`src/rtl/boot_controller_if.sv`:
```
// HD read channel between the boot controller (master) and the disk interface (slave).
interface boot_controller_if #(
    parameter int unsigned ADDR_W = 10
);
    logic              hd_req;
    logic [ADDR_W-1:0] hd_addr;
    logic              hd_ack;
    logic [31:0]       hd_data;

    modport master (output hd_req, output hd_addr, input hd_ack, input hd_data);
    modport slave  (input hd_req, input hd_addr, output hd_ack, output hd_data);
endinterface

```
`src/rtl/boot_controller.sv`:
```
// Boot sequencer: runs the BIOS, copies prog_len HD words into instruction memory on halt,
// then restarts the CPU from imem. Optional HD ack timeout enabled by macro BOOT_TIMEOUT_EN.
module boot_controller #(
    parameter int unsigned ADDR_W  = 10,
    parameter int unsigned TIMEOUT = 255
) (
    input  logic              clock,
    input  logic              reset,
    input  logic              halt,
    input  logic [ADDR_W:0]   prog_len,
    input  logic [31:0]       bios_instr,
    input  logic [31:0]       imem_instr,
    output logic [31:0]       instrucao,
    output logic              cpu_stall,
    output logic              cpu_reset_pc,
    boot_controller_if.master hd,
    output logic              imem_we,
    output logic [ADDR_W-1:0] imem_addr,
    output logic [31:0]       imem_wdata,
    output logic              boot_done,
    output logic              boot_error
);
    localparam int unsigned CNT_W = ADDR_W + 1;
    localparam logic [CNT_W-1:0] MAX_LEN = {1'b1, {ADDR_W{1'b0}}};

    if (TIMEOUT == 0) begin : g_bad_timeout
        $error("boot_controller: TIMEOUT must be at least 1");
    end

    typedef enum logic [2:0] {
        S_BIOS, S_REQ, S_WRITE, S_START, S_USER, S_ERR
    } state_e;

    state_e             state_q, state_d;
    logic [CNT_W-1:0]   counter_q, counter_d;
    logic [CNT_W-1:0]   len_q, len_d;
    logic               cpu_stall_q, cpu_stall_d;
    logic               cpu_reset_pc_q, cpu_reset_pc_d;
    logic               hd_req_q, hd_req_d;
    logic [ADDR_W-1:0]  hd_addr_q, hd_addr_d;
    logic               imem_we_q, imem_we_d;
    logic [ADDR_W-1:0]  imem_addr_q, imem_addr_d;
    logic [31:0]        imem_wdata_q, imem_wdata_d;
    logic               boot_done_q, boot_done_d;

`ifdef BOOT_TIMEOUT_EN
    localparam int unsigned WAIT_W = ($clog2(TIMEOUT + 1) > 8) ? $clog2(TIMEOUT + 1) : 8;
    logic [WAIT_W-1:0]  wait_q, wait_d;
    logic               boot_error_q, boot_error_d;
`endif

    // Next state, copy bookkeeping and output decode of the upcoming state.
    always_comb begin
        state_d      = state_q;
        counter_d    = counter_q;
        len_d        = len_q;
        imem_wdata_d = imem_wdata_q;

        unique case (state_q)
            S_BIOS: begin
                if (halt) begin
                    len_d     = (prog_len > MAX_LEN) ? MAX_LEN : prog_len;
                    counter_d = '0;
                    state_d   = (prog_len == '0) ? S_START : S_REQ;
                end
            end
            S_REQ: begin
                if (hd.hd_ack) begin
                    imem_wdata_d = hd.hd_data;
                    state_d      = S_WRITE;
                end
`ifdef BOOT_TIMEOUT_EN
                else if (wait_q == WAIT_W'(TIMEOUT - 1)) begin
                    state_d = S_ERR;
                end
`endif
            end
            S_WRITE: begin
                counter_d = counter_q + CNT_W'(1);
                state_d   = (counter_d == len_q) ? S_START : S_REQ;
            end
            S_START:       state_d = S_USER;
            S_USER, S_ERR: state_d = state_q;
            default:       state_d = S_BIOS;
        endcase

        // Outputs are registered from the next state so they line up with state_q.
        cpu_stall_d    = (state_d == S_REQ) || (state_d == S_WRITE) ||
                         (state_d == S_START) || (state_d == S_ERR);
        cpu_reset_pc_d = (state_d == S_START);
        hd_req_d       = (state_d == S_REQ);
        hd_addr_d      = hd_req_d ? counter_d[ADDR_W-1:0] : '0;
        imem_we_d      = (state_d == S_WRITE);
        imem_addr_d    = imem_we_d ? counter_d[ADDR_W-1:0] : imem_addr_q;
        boot_done_d    = (state_d == S_USER);

`ifdef BOOT_TIMEOUT_EN
        wait_d       = ((state_q == S_REQ) && (state_d == S_REQ)) ? wait_q + WAIT_W'(1) : '0;
        boot_error_d = (state_d == S_ERR);
`endif
    end

    always_ff @(posedge clock) begin
        if (reset) begin
            state_q        <= S_BIOS;
            counter_q      <= '0;
            len_q          <= '0;
            cpu_stall_q    <= 1'b0;
            cpu_reset_pc_q <= 1'b0;
            hd_req_q       <= 1'b0;
            hd_addr_q      <= '0;
            imem_we_q      <= 1'b0;
            imem_addr_q    <= '0;
            imem_wdata_q   <= '0;
            boot_done_q    <= 1'b0;
`ifdef BOOT_TIMEOUT_EN
            wait_q         <= '0;
            boot_error_q   <= 1'b0;
`endif
        end else begin
            state_q        <= state_d;
            counter_q      <= counter_d;
            len_q          <= len_d;
            cpu_stall_q    <= cpu_stall_d;
            cpu_reset_pc_q <= cpu_reset_pc_d;
            hd_req_q       <= hd_req_d;
            hd_addr_q      <= hd_addr_d;
            imem_we_q      <= imem_we_d;
            imem_addr_q    <= imem_addr_d;
            imem_wdata_q   <= imem_wdata_d;
            boot_done_q    <= boot_done_d;
`ifdef BOOT_TIMEOUT_EN
            wait_q         <= wait_d;
            boot_error_q   <= boot_error_d;
`endif
        end
    end

    // Fetch source switches away from the BIOS as soon as the copy starts.
    assign instrucao    = (state_q == S_BIOS) ? bios_instr : imem_instr;
    assign cpu_stall    = cpu_stall_q;
    assign cpu_reset_pc = cpu_reset_pc_q;
    assign hd.hd_req    = hd_req_q;
    assign hd.hd_addr   = hd_addr_q;
    assign imem_we      = imem_we_q;
    assign imem_addr    = imem_addr_q;
    assign imem_wdata   = imem_wdata_q;
    assign boot_done    = boot_done_q;
`ifdef BOOT_TIMEOUT_EN
    assign boot_error   = boot_error_q;
`else
    assign boot_error   = 1'b0;
`endif

endmodule
```
`src/flat_wrapper.sv`:
```
// flat-port wrapper written by rule: the top's interface ports become plain ports
module boot_controller_flat 
#(
    parameter int unsigned ADDR_W  = 10,
    parameter int unsigned TIMEOUT = 255
)
  (clock, reset, halt, prog_len, bios_instr, imem_instr, instrucao, cpu_stall, cpu_reset_pc, imem_we, imem_addr, imem_wdata, boot_done, boot_error, hd_hd_req, hd_hd_addr, hd_hd_ack, hd_hd_data);
  boot_controller_if #(.ADDR_W(ADDR_W)) hd_i ();
  input  logic clock;
  input  logic reset;
  input  logic halt;
  input  logic [ADDR_W:0] prog_len;
  input  logic [31:0] bios_instr;
  input  logic [31:0] imem_instr;
  output logic [31:0] instrucao;
  output logic cpu_stall;
  output logic cpu_reset_pc;
  output logic imem_we;
  output logic [ADDR_W-1:0] imem_addr;
  output logic [31:0] imem_wdata;
  output logic boot_done;
  output logic boot_error;
  output wire logic [$bits(hd_i.hd_req)-1:0] hd_hd_req;
  output wire logic [$bits(hd_i.hd_addr)-1:0] hd_hd_addr;
  input wire logic [$bits(hd_i.hd_ack)-1:0] hd_hd_ack;
  input wire logic [$bits(hd_i.hd_data)-1:0] hd_hd_data;
  assign hd_hd_req = hd_i.hd_req;
  assign hd_hd_addr = hd_i.hd_addr;
  assign hd_i.hd_ack = hd_hd_ack;
  assign hd_i.hd_data = hd_hd_data;
  boot_controller #(.ADDR_W(ADDR_W), .TIMEOUT(TIMEOUT)) u_core (.clock(clock), .reset(reset), .halt(halt), .prog_len(prog_len), .bios_instr(bios_instr), .imem_instr(imem_instr), .instrucao(instrucao), .cpu_stall(cpu_stall), .cpu_reset_pc(cpu_reset_pc), .hd(hd_i), .imem_we(imem_we), .imem_addr(imem_addr), .imem_wdata(imem_wdata), .boot_done(boot_done), .boot_error(boot_error));
endmodule
```
`config.mk`:
```
export PLATFORM = sky130hd
export DESIGN_NAME = boot_controller_flat
export DESIGN_NICKNAME = d
export VERILOG_FILES = /design/src/rtl/boot_controller_if.sv /design/src/rtl/boot_controller.sv /design/src/flat_wrapper.sv
export SDC_FILE = /design/constraint.sdc
export NUM_CORES = 1
export LEC_CHECK = 0
export ABC_AREA = 1
export CAP_MARGIN = 5
export CORE_MARGIN = 4
export CORE_UTILIZATION = 60
export CTS_CLUSTER_SIZE = 25
export DETAILED_ROUTE_END_ITERATION = 12
export DONT_BUFFER_PORTS = 1
export PLACE_DENSITY = 0.76
export SLEW_MARGIN = 20
export SYNTH_ARGS = -nofsm -noshare
export SYNTH_HDL_FRONTEND = slang
export SYNTH_SLANG_ARGS = --single-unit
```
`constraint.sdc`:
```
create_clock -name clock -period 5.1 [get_ports clock]
set_input_delay 0.765 -clock clock [delete_from_list [all_inputs] [get_ports clock]]
set_output_delay 0.765 -clock clock [all_outputs]
set_load 0.02 [all_outputs]
```
==> flow_metrics.env, run 1 <==
export IMPL_wl_per_cell_um=15.5
export IMPL_path_buf_inv=2
export IMPL_grt_max_degree=54
export IMPL_switching_share=0.328
export IMPL_drv_cap=0
export IMPL_insertion_delay_ps=350
export IMPL_cts_buffer_depth=2
export IMPL_drive_gt1_frac=0.0855
export IMPL_path_cells="inv_1 > nand2_2 > nor2_4 > inv_1 > nand2_1 > nand2_1"
export IMPL_required_ps=4340
export IMPL_finClkSkew_ps=8.50
export IMPL_ctsResizeCount=0
export IMPL_syn_avg_cell_area_um2=6.75
export IMPL_syn_inst=556
export IMPL_setup_ws_ps=1930
export IMPL_finalCritPeriodShare=0.622
export IMPL_routabilityCongestion=0.890
export IMPL_p_leak_nw=1.87
export IMPL_max_freq_mhz=315
export IMPL_num_antenna_cells=0
export IMPL_syn_nets=668
export IMPL_core_area_mm2=0.00599
export IMPL_vias_per_cell=5.57
export IMPL_drc=0
export IMPL_final_nets=657
export IMPL_floorplan_rows=28
export IMPL_ios=201
export IMPL_pre_cts_ws_ps=2320
export IMPL_cts_setup_buffers=0
export IMPL_routed_wirelength_um=9710
export IMPL_dp_hpwl_um=7400
export IMPL_finalHoldViolations=0
export IMPL_drt_first_pass_iters=5
export IMPL_multi_input_area_mm2=0.00181
export IMPL_clock_sinks=82
export IMPL_die_y_um=87.1
export IMPL_vdd_drop_max_v=0.000243
export IMPL_cts_root_buf="clkbuf_8"
export IMPL_start_util=0.626
export IMPL_synth_edf_count=0
export IMPL_combPwrFrac=0.144
export IMPL_critPathKind="reg -> out"
export IMPL_grt_usage=0.242
export IMPL_rsz0062_at_grt="false"
export IMPL_synth_top_area_frac=0.437
export IMPL_dieArea_mm2=0.00758
export IMPL_design_area_mm2=0.00398
export IMPL_vias=3484
export IMPL_antenna_found_initial=0
export IMPL_period_minus_slack_ps=3170
export IMPL_r2r_slack_ps=2550
export IMPL_synth_top_flop_cell="dfxtp_1"
export IMPL_cpMaxStageDelayCell="inv_1"
export IMPL_status="completed"
export IMPL_critPathCaptureType="primary output"
export IMPL_htreeDepth=3
export IMPL_ys_types=34
export IMPL_drtAntennaViolNets=0
export IMPL_crit_arrival_ps=2400
export IMPL_yosys_warnings=0
export IMPL_gr_total_overflow=0
export IMPL_first_iter_violations=204
export IMPL_finalMaxSlewViolations=0
export IMPL_cts_buffers=9
export IMPL_power_density_mw_per_mm2=361
export IMPL_clk_pin_slew_worst_paths_ps=90
export IMPL_hold_class="in -> reg"
export IMPL_start_kind="register"
export IMPL_finalSetupViolations=0
export IMPL_fin_tns_setup_ps=0
export IMPL_synth_largest_area_cell="dfxtp_1"
export IMPL_cts_tree="built"
export IMPL_placed_area_mm2=0.00376
export IMPL_worst_slew_pin_slew_ps=939
export IMPL_max_stage_delay_ps=600
export IMPL_slew_headroom=0.373
export IMPL_seq_power_share=0.508
export IMPL_hold_buffers=0
export IMPL_pwr_share_clk=0.349
export IMPL_ys_seq_area_frac=0.437
export IMPL_n_fill_cell=516
export IMPL_synth_area_leaders="dfxtp_1 (44%), nand2_1 (17%), nor2_1 (10%)"
export IMPL_synth_area_mm2=0.00375
export IMPL_seq_area_mm2=0.00164
export IMPL_async_flop_share=0
export IMPL_area_delta_synth_final_pct=5.97
export IMPL_cp_max_fo=34
export IMPL_cp_top_family="simple AND/OR/NAND/NOR gates"
export IMPL_die_w_um=87.1
export IMPL_p_switching_mw=0.471
export IMPL_port_buffers=0
export IMPL_grt_pass1_vias=2997
export IMPL_p_int_mw=0.966
export IMPL_grt_pass1_wl_um=14200
export IMPL_ys_ff_latch=82
placed cells by master (no fill, tap or decap), drive strengths merged:
master	count
a211oi	5
a21oi	14
a22o	1
a22oi	3
buf	2
bufinv	1
clkbuf	9
conb	1
dfxtp	82
ha	1
inv	58
nand2	171
nand3	17
nand3b	5
nand4	2
nor2	116
nor3	1
nor4	1
o211ai	9
o21ai	46
o22ai	3
xnor2	1
xor2	1
sequential cells by signal, indices dropped and copies added (netlist names):
| name | flops |
|---|---|
| u_core.counter_q | 11 |
| u_core.boot_done | 1 |
| u_core.imem_we | 1 |
| u_core.imem_addr | 10 |
| u_core.len_q | 11 |
| u_core.hd.hd_req | 1 |
| u_core.state_q | 3 |
| u_core.cpu_stall | 1 |
| u_core.cpu_reset_pc | 1 |
| u_core.imem_wdata | 32 |
| u_core.hd.hd_addr | 10 |
cell type report:
class | instances | area share
tap | 75 | 0.0236
multi-input combinational | 398 | 0.456
timing repair buffer | 2 | 0.00378
clock inverter | 7 | 0.0227
inverter | 52 | 0.0497
sequential | 82 | 0.413
clock buffer | 9 | 0.0312
logic make-up (layout without fill, tap and decap cells):
kind of cell    Yosys count  count (layout)  share of synthesized area
compound gates           81              81                      0.122
xor+xnor                  2               2                    0.00467
fa+ha+maj                 1               1                    0.00333
buf+inv                  76              70                     0.0797
flops                    82              82                      0.437
other cells               1               1                   0.000999
simple gates            313             313                      0.351
through the flow:
stage               hold slack (ps)   util  total power, mW  std cells
floorplan                       451      -            0.917        556
detailed placement              471  0.628            0.950        609
global route                    453  0.664             1.50        625
finish                          473  0.664             1.44        625
CTS                             462  0.664             1.45        625
global placement                463  0.628            0.945        609
cell usage after synthesis (2+ instances only):
cell,count
o211ai_1,9
nor2_4,3
nand2_1,167
nor2_1,100
nand3b_1,5
o21ai_0,43
nand3_1,15
nor2_2,12
clkbuf_1,19
a211oi_1,5
o21ai_1,2
dfxtp_1,82
inv_1,48
nand3_2,2
nand2_2,4
o22ai_1,3
buf_1,3
a21oi_1,14
inv_2,3
a22oi_1,3
final timing paths:
| kind | start | to | cells past startpoint |
|---|---|---|---|
| max | u_core.state_q[0] | instrucao[5] | 6 |
| min | reset | u_core.counter_q[3] | 1 |
| max reg2reg | u_core.state_q[0] | u_core.hd.hd_addr[0] | 11 |
| min reg2reg | u_core.len_q[5] | u_core.len_q[5] | 2 |
power groups by stage:
stage / Clock [mW] / Sequential [mW] / Combinational [mW]
5_1_grt: 0.540 / 0.733 / 0.231
4_1_cts: 0.513 / 0.729 / 0.207
2_1_floorplan: 0 / 0.735 / 0.182
6_report: 0.501 / 0.729 / 0.206
3_5_place_dp: 0 / 0.743 / 0.207
3_3_place_gp: 0 / 0.744 / 0.201
routing by layer:
metal  vias to the layer above  track usage  share of wire
li1                       1716            -              -
met1                      1565        0.326           0.41
met2                       188        0.355           0.46
met3                        15       0.0842           0.11
met4                         0       0.0949          0.015
met5                         -            0              0
Power figures use the tool's default switching activity.
==> run 2: changes to the inputs <==
--- a/config.mk
+++ b/config.mk
@@ -8,11 +8,11 @@
 export ABC_AREA = 1
 export CAP_MARGIN = 5
 export CORE_MARGIN = 4
-export CORE_UTILIZATION = 60
+export CORE_UTILIZATION = 57
 export CTS_CLUSTER_SIZE = 25
 export DETAILED_ROUTE_END_ITERATION = 12
 export DONT_BUFFER_PORTS = 1
-export PLACE_DENSITY = 0.76
+export PLACE_DENSITY = 0.75
 export SLEW_MARGIN = 20
 export SYNTH_ARGS = -nofsm -noshare
 export SYNTH_HDL_FRONTEND = slang
==> constraint.sdc (replaced) <==
create_clock -name clock -period 2.6 [get_ports clock]
set_input_delay 0.39 -clock clock [delete_from_list [all_inputs] [get_ports clock]]
set_output_delay 0.39 -clock clock [all_outputs]
set_load 0.02 [all_outputs]
==> run 2 against run 1 <==
Against the previous run: flip-flop and latch count did not move; clock-buffer cell count rose by 1; first-iteration DRC count rose by 15%; final cell count rose by 0.80%; clock power rose by 94%; clock skew rose by 0.54 ps; design area rose by 0.50%; utilization fell by 3.8 points; sequential power rose by 96%; combinational power rose by 100%; largest cell class unchanged.
==> flow_metrics.env, run 2 (same netlist as run 1, synthesis figures left out) <==
export IMPL_status="completed"
export IMPL_first_iter_violations=234
export IMPL_hold_class="in -> reg"
export IMPL_start_kind="register"
export IMPL_finalMaxSlewViolations=0
export IMPL_power_density_mw_per_mm2=704
export IMPL_dieArea_mm2=0.00795
export IMPL_grt_pass1_vias=3086
export IMPL_floorplan_rows=29
export IMPL_ctsResizeCount=0
export IMPL_cts_setup_buffers=0
export IMPL_drtAntennaViolNets=0
export IMPL_hp_start="reset"
export IMPL_gr_total_overflow=0
export IMPL_drv_cap=0
export IMPL_die_y_um=89.1
export IMPL_grt_usage=0.240
export IMPL_critPathKind="reg -> out"
export IMPL_p_switching_mw=0.909
export IMPL_pre_cts_ws_ps=631
export IMPL_cts_tree="built"
export IMPL_vias=3473
export IMPL_antenna_found_initial=0
export IMPL_layout_common_cells="nand2_1 (167), nor2_1 (99), dfxtp_1 (82)"
export IMPL_p_int_mw=1.91
export IMPL_vias_per_cell=5.51
export IMPL_r2r_cells=12
export IMPL_seq_power_share=0.508
export IMPL_slew_headroom=0.375
export IMPL_placed_area_mm2=0.00379
export IMPL_wl_per_cell_um=15.8
export IMPL_period_minus_slack_ps=2060
export IMPL_grt_pass1_wl_um=14700
export IMPL_pwr_share_clk=0.345
export IMPL_r2r_slack_ps=540
export IMPL_max_freq_mhz=485
export IMPL_clock_sinks=82
export IMPL_switching_share=0.323
export IMPL_r2r_start="u_core.counter_q[0]"
export IMPL_final_nets=660
export IMPL_multi_input_area_mm2=0.00181
export IMPL_cts_buffers=9
export IMPL_design_area_mm2=0.00400
export IMPL_die_w_um=89.1
export IMPL_area_delta_synth_final_pct=6.50
export IMPL_finalSetupViolations=0
export IMPL_final_common_cell="nand2_1"
export IMPL_required_ps=2210
export IMPL_insertion_delay_ps=350
export IMPL_setup_ws_ps=537
export IMPL_largest_register_ffs=32
export IMPL_vdd_drop_max_v=0.000533
export IMPL_start_util=0.588
export IMPL_seq_area_mm2=0.00164
export IMPL_hold_depth=1
export IMPL_core_area_mm2=0.00639
export IMPL_combPwrFrac=0.147
export IMPL_dp_hpwl_um=7600
export IMPL_drive_gt1_frac=0.0904
export IMPL_p_leak_nw=1.88
export IMPL_clk_pin_slew_worst_paths_ps=90
export IMPL_grt_max_degree=49
export IMPL_port_buffers=0
export IMPL_cts_root_buf="clkbuf_8"
export IMPL_critPathCaptureType="primary output"
export IMPL_drc=0
export IMPL_drt_first_pass_iters=5
export IMPL_finalHoldViolations=0
export IMPL_ios=201
export IMPL_crit_arrival_ps=1670
export IMPL_fin_tns_setup_ps=0
export IMPL_cp_max_fo=32
export IMPL_cts_buffer_depth=2
export IMPL_reg2reg_to="u_core.hd.hd_addr[0]"
export IMPL_hold_buffers=0
export IMPL_num_antenna_cells=0
export IMPL_htreeDepth=3
export IMPL_worst_slew_pin_slew_ps=936
export IMPL_finalCritPeriodShare=0.793
export IMPL_rsz0062_at_grt="false"
export IMPL_routabilityCongestion=0.925
export IMPL_finClkSkew_ps=9.04
export IMPL_hold_path_end="u_core.imem_we"
export IMPL_n_fill_cell=579
export IMPL_routed_wirelength_um=9930
==> run 2: cell types whose count changed in the layout (fill, tap and decap cells not counted), sizes merged <==
cell,change
clkbuf,+1
clkinvlp,+1
buf,+3
inv,-3
clkinv,+1
==> run 2: power groups by stage <==
stage / Clock [mW] / Sequential (mW) / Combinational [mW]
floorplan: 0 / 1.44 / 0.358
finish: 0.972 / 1.43 / 0.412
global placement: 0 / 1.46 / 0.400
global route: 1.04 / 1.44 / 0.465
CTS: 0.991 / 1.43 / 0.413
detailed placement: 0 / 1.46 / 0.413
==> run 2: layer usage <==
metal / share of wire / vias up / global-route usage
met3: 0.11 / 20 / 0.0876
met1: 0.41 / 1560 / 0.314
met5: 0 / - / 0
li1: - / 1715 / -
met4: 0.015 / 0 / 0.0758
met2: 0.47 / 178 / 0.370
==> run 2: how the worst max path moves through the flow <==
| stage | startpoint | to | slack [ps] |
|---|---|---|---|
| 2_1_floorplan | u_core.counter_q[0] | u_core.hd.hd_addr[9] | 890 |
| 3_3_place_gp | u_core.counter_q[0] | u_core.hd.hd_addr[0] | 730 |
| 3_5_place_dp | u_core.counter_q[0] | u_core.hd.hd_addr[0] | 630 |
| 4_1_cts | u_core.state_q[0] | instrucao[24] | 520 |
| 5_1_grt | u_core.counter_q[1] | u_core.hd.hd_addr[0] | 370 |
| 6_report | u_core.state_q[0] | instrucao[24] | 540 |
==> run 2: worst max-delay path, cell delays in order, from the launching register on <==
cell and delay, ps:
dfxtp_1 310, inv_1 120, nand2_2 130, nor2_4 130
buf_4 300, nand2_1 120, nand2_1 200
==> run 2: final cells by class <==
cell class,instances,share of cell area
timing repair buffer,5,0.00939
sequential,82,0.411
clock buffer,10,0.0344
multi-input combinational,398,0.454
clock inverter,6,0.0178
tap,77,0.0241
inverter,52,0.0495
==> run 2: through the flow <==
step	cells	total power, mW	utilization	hold slack, ps
2_1_floorplan	556	1.80	-	451
3_3_place_gp	614	1.86	0.593	466
3_5_place_dp	614	1.87	0.593	466
4_1_cts	630	2.83	0.626	77.2
5_1_grt	630	2.94	0.626	71.3
6_report	630	2.81	0.626	92.4
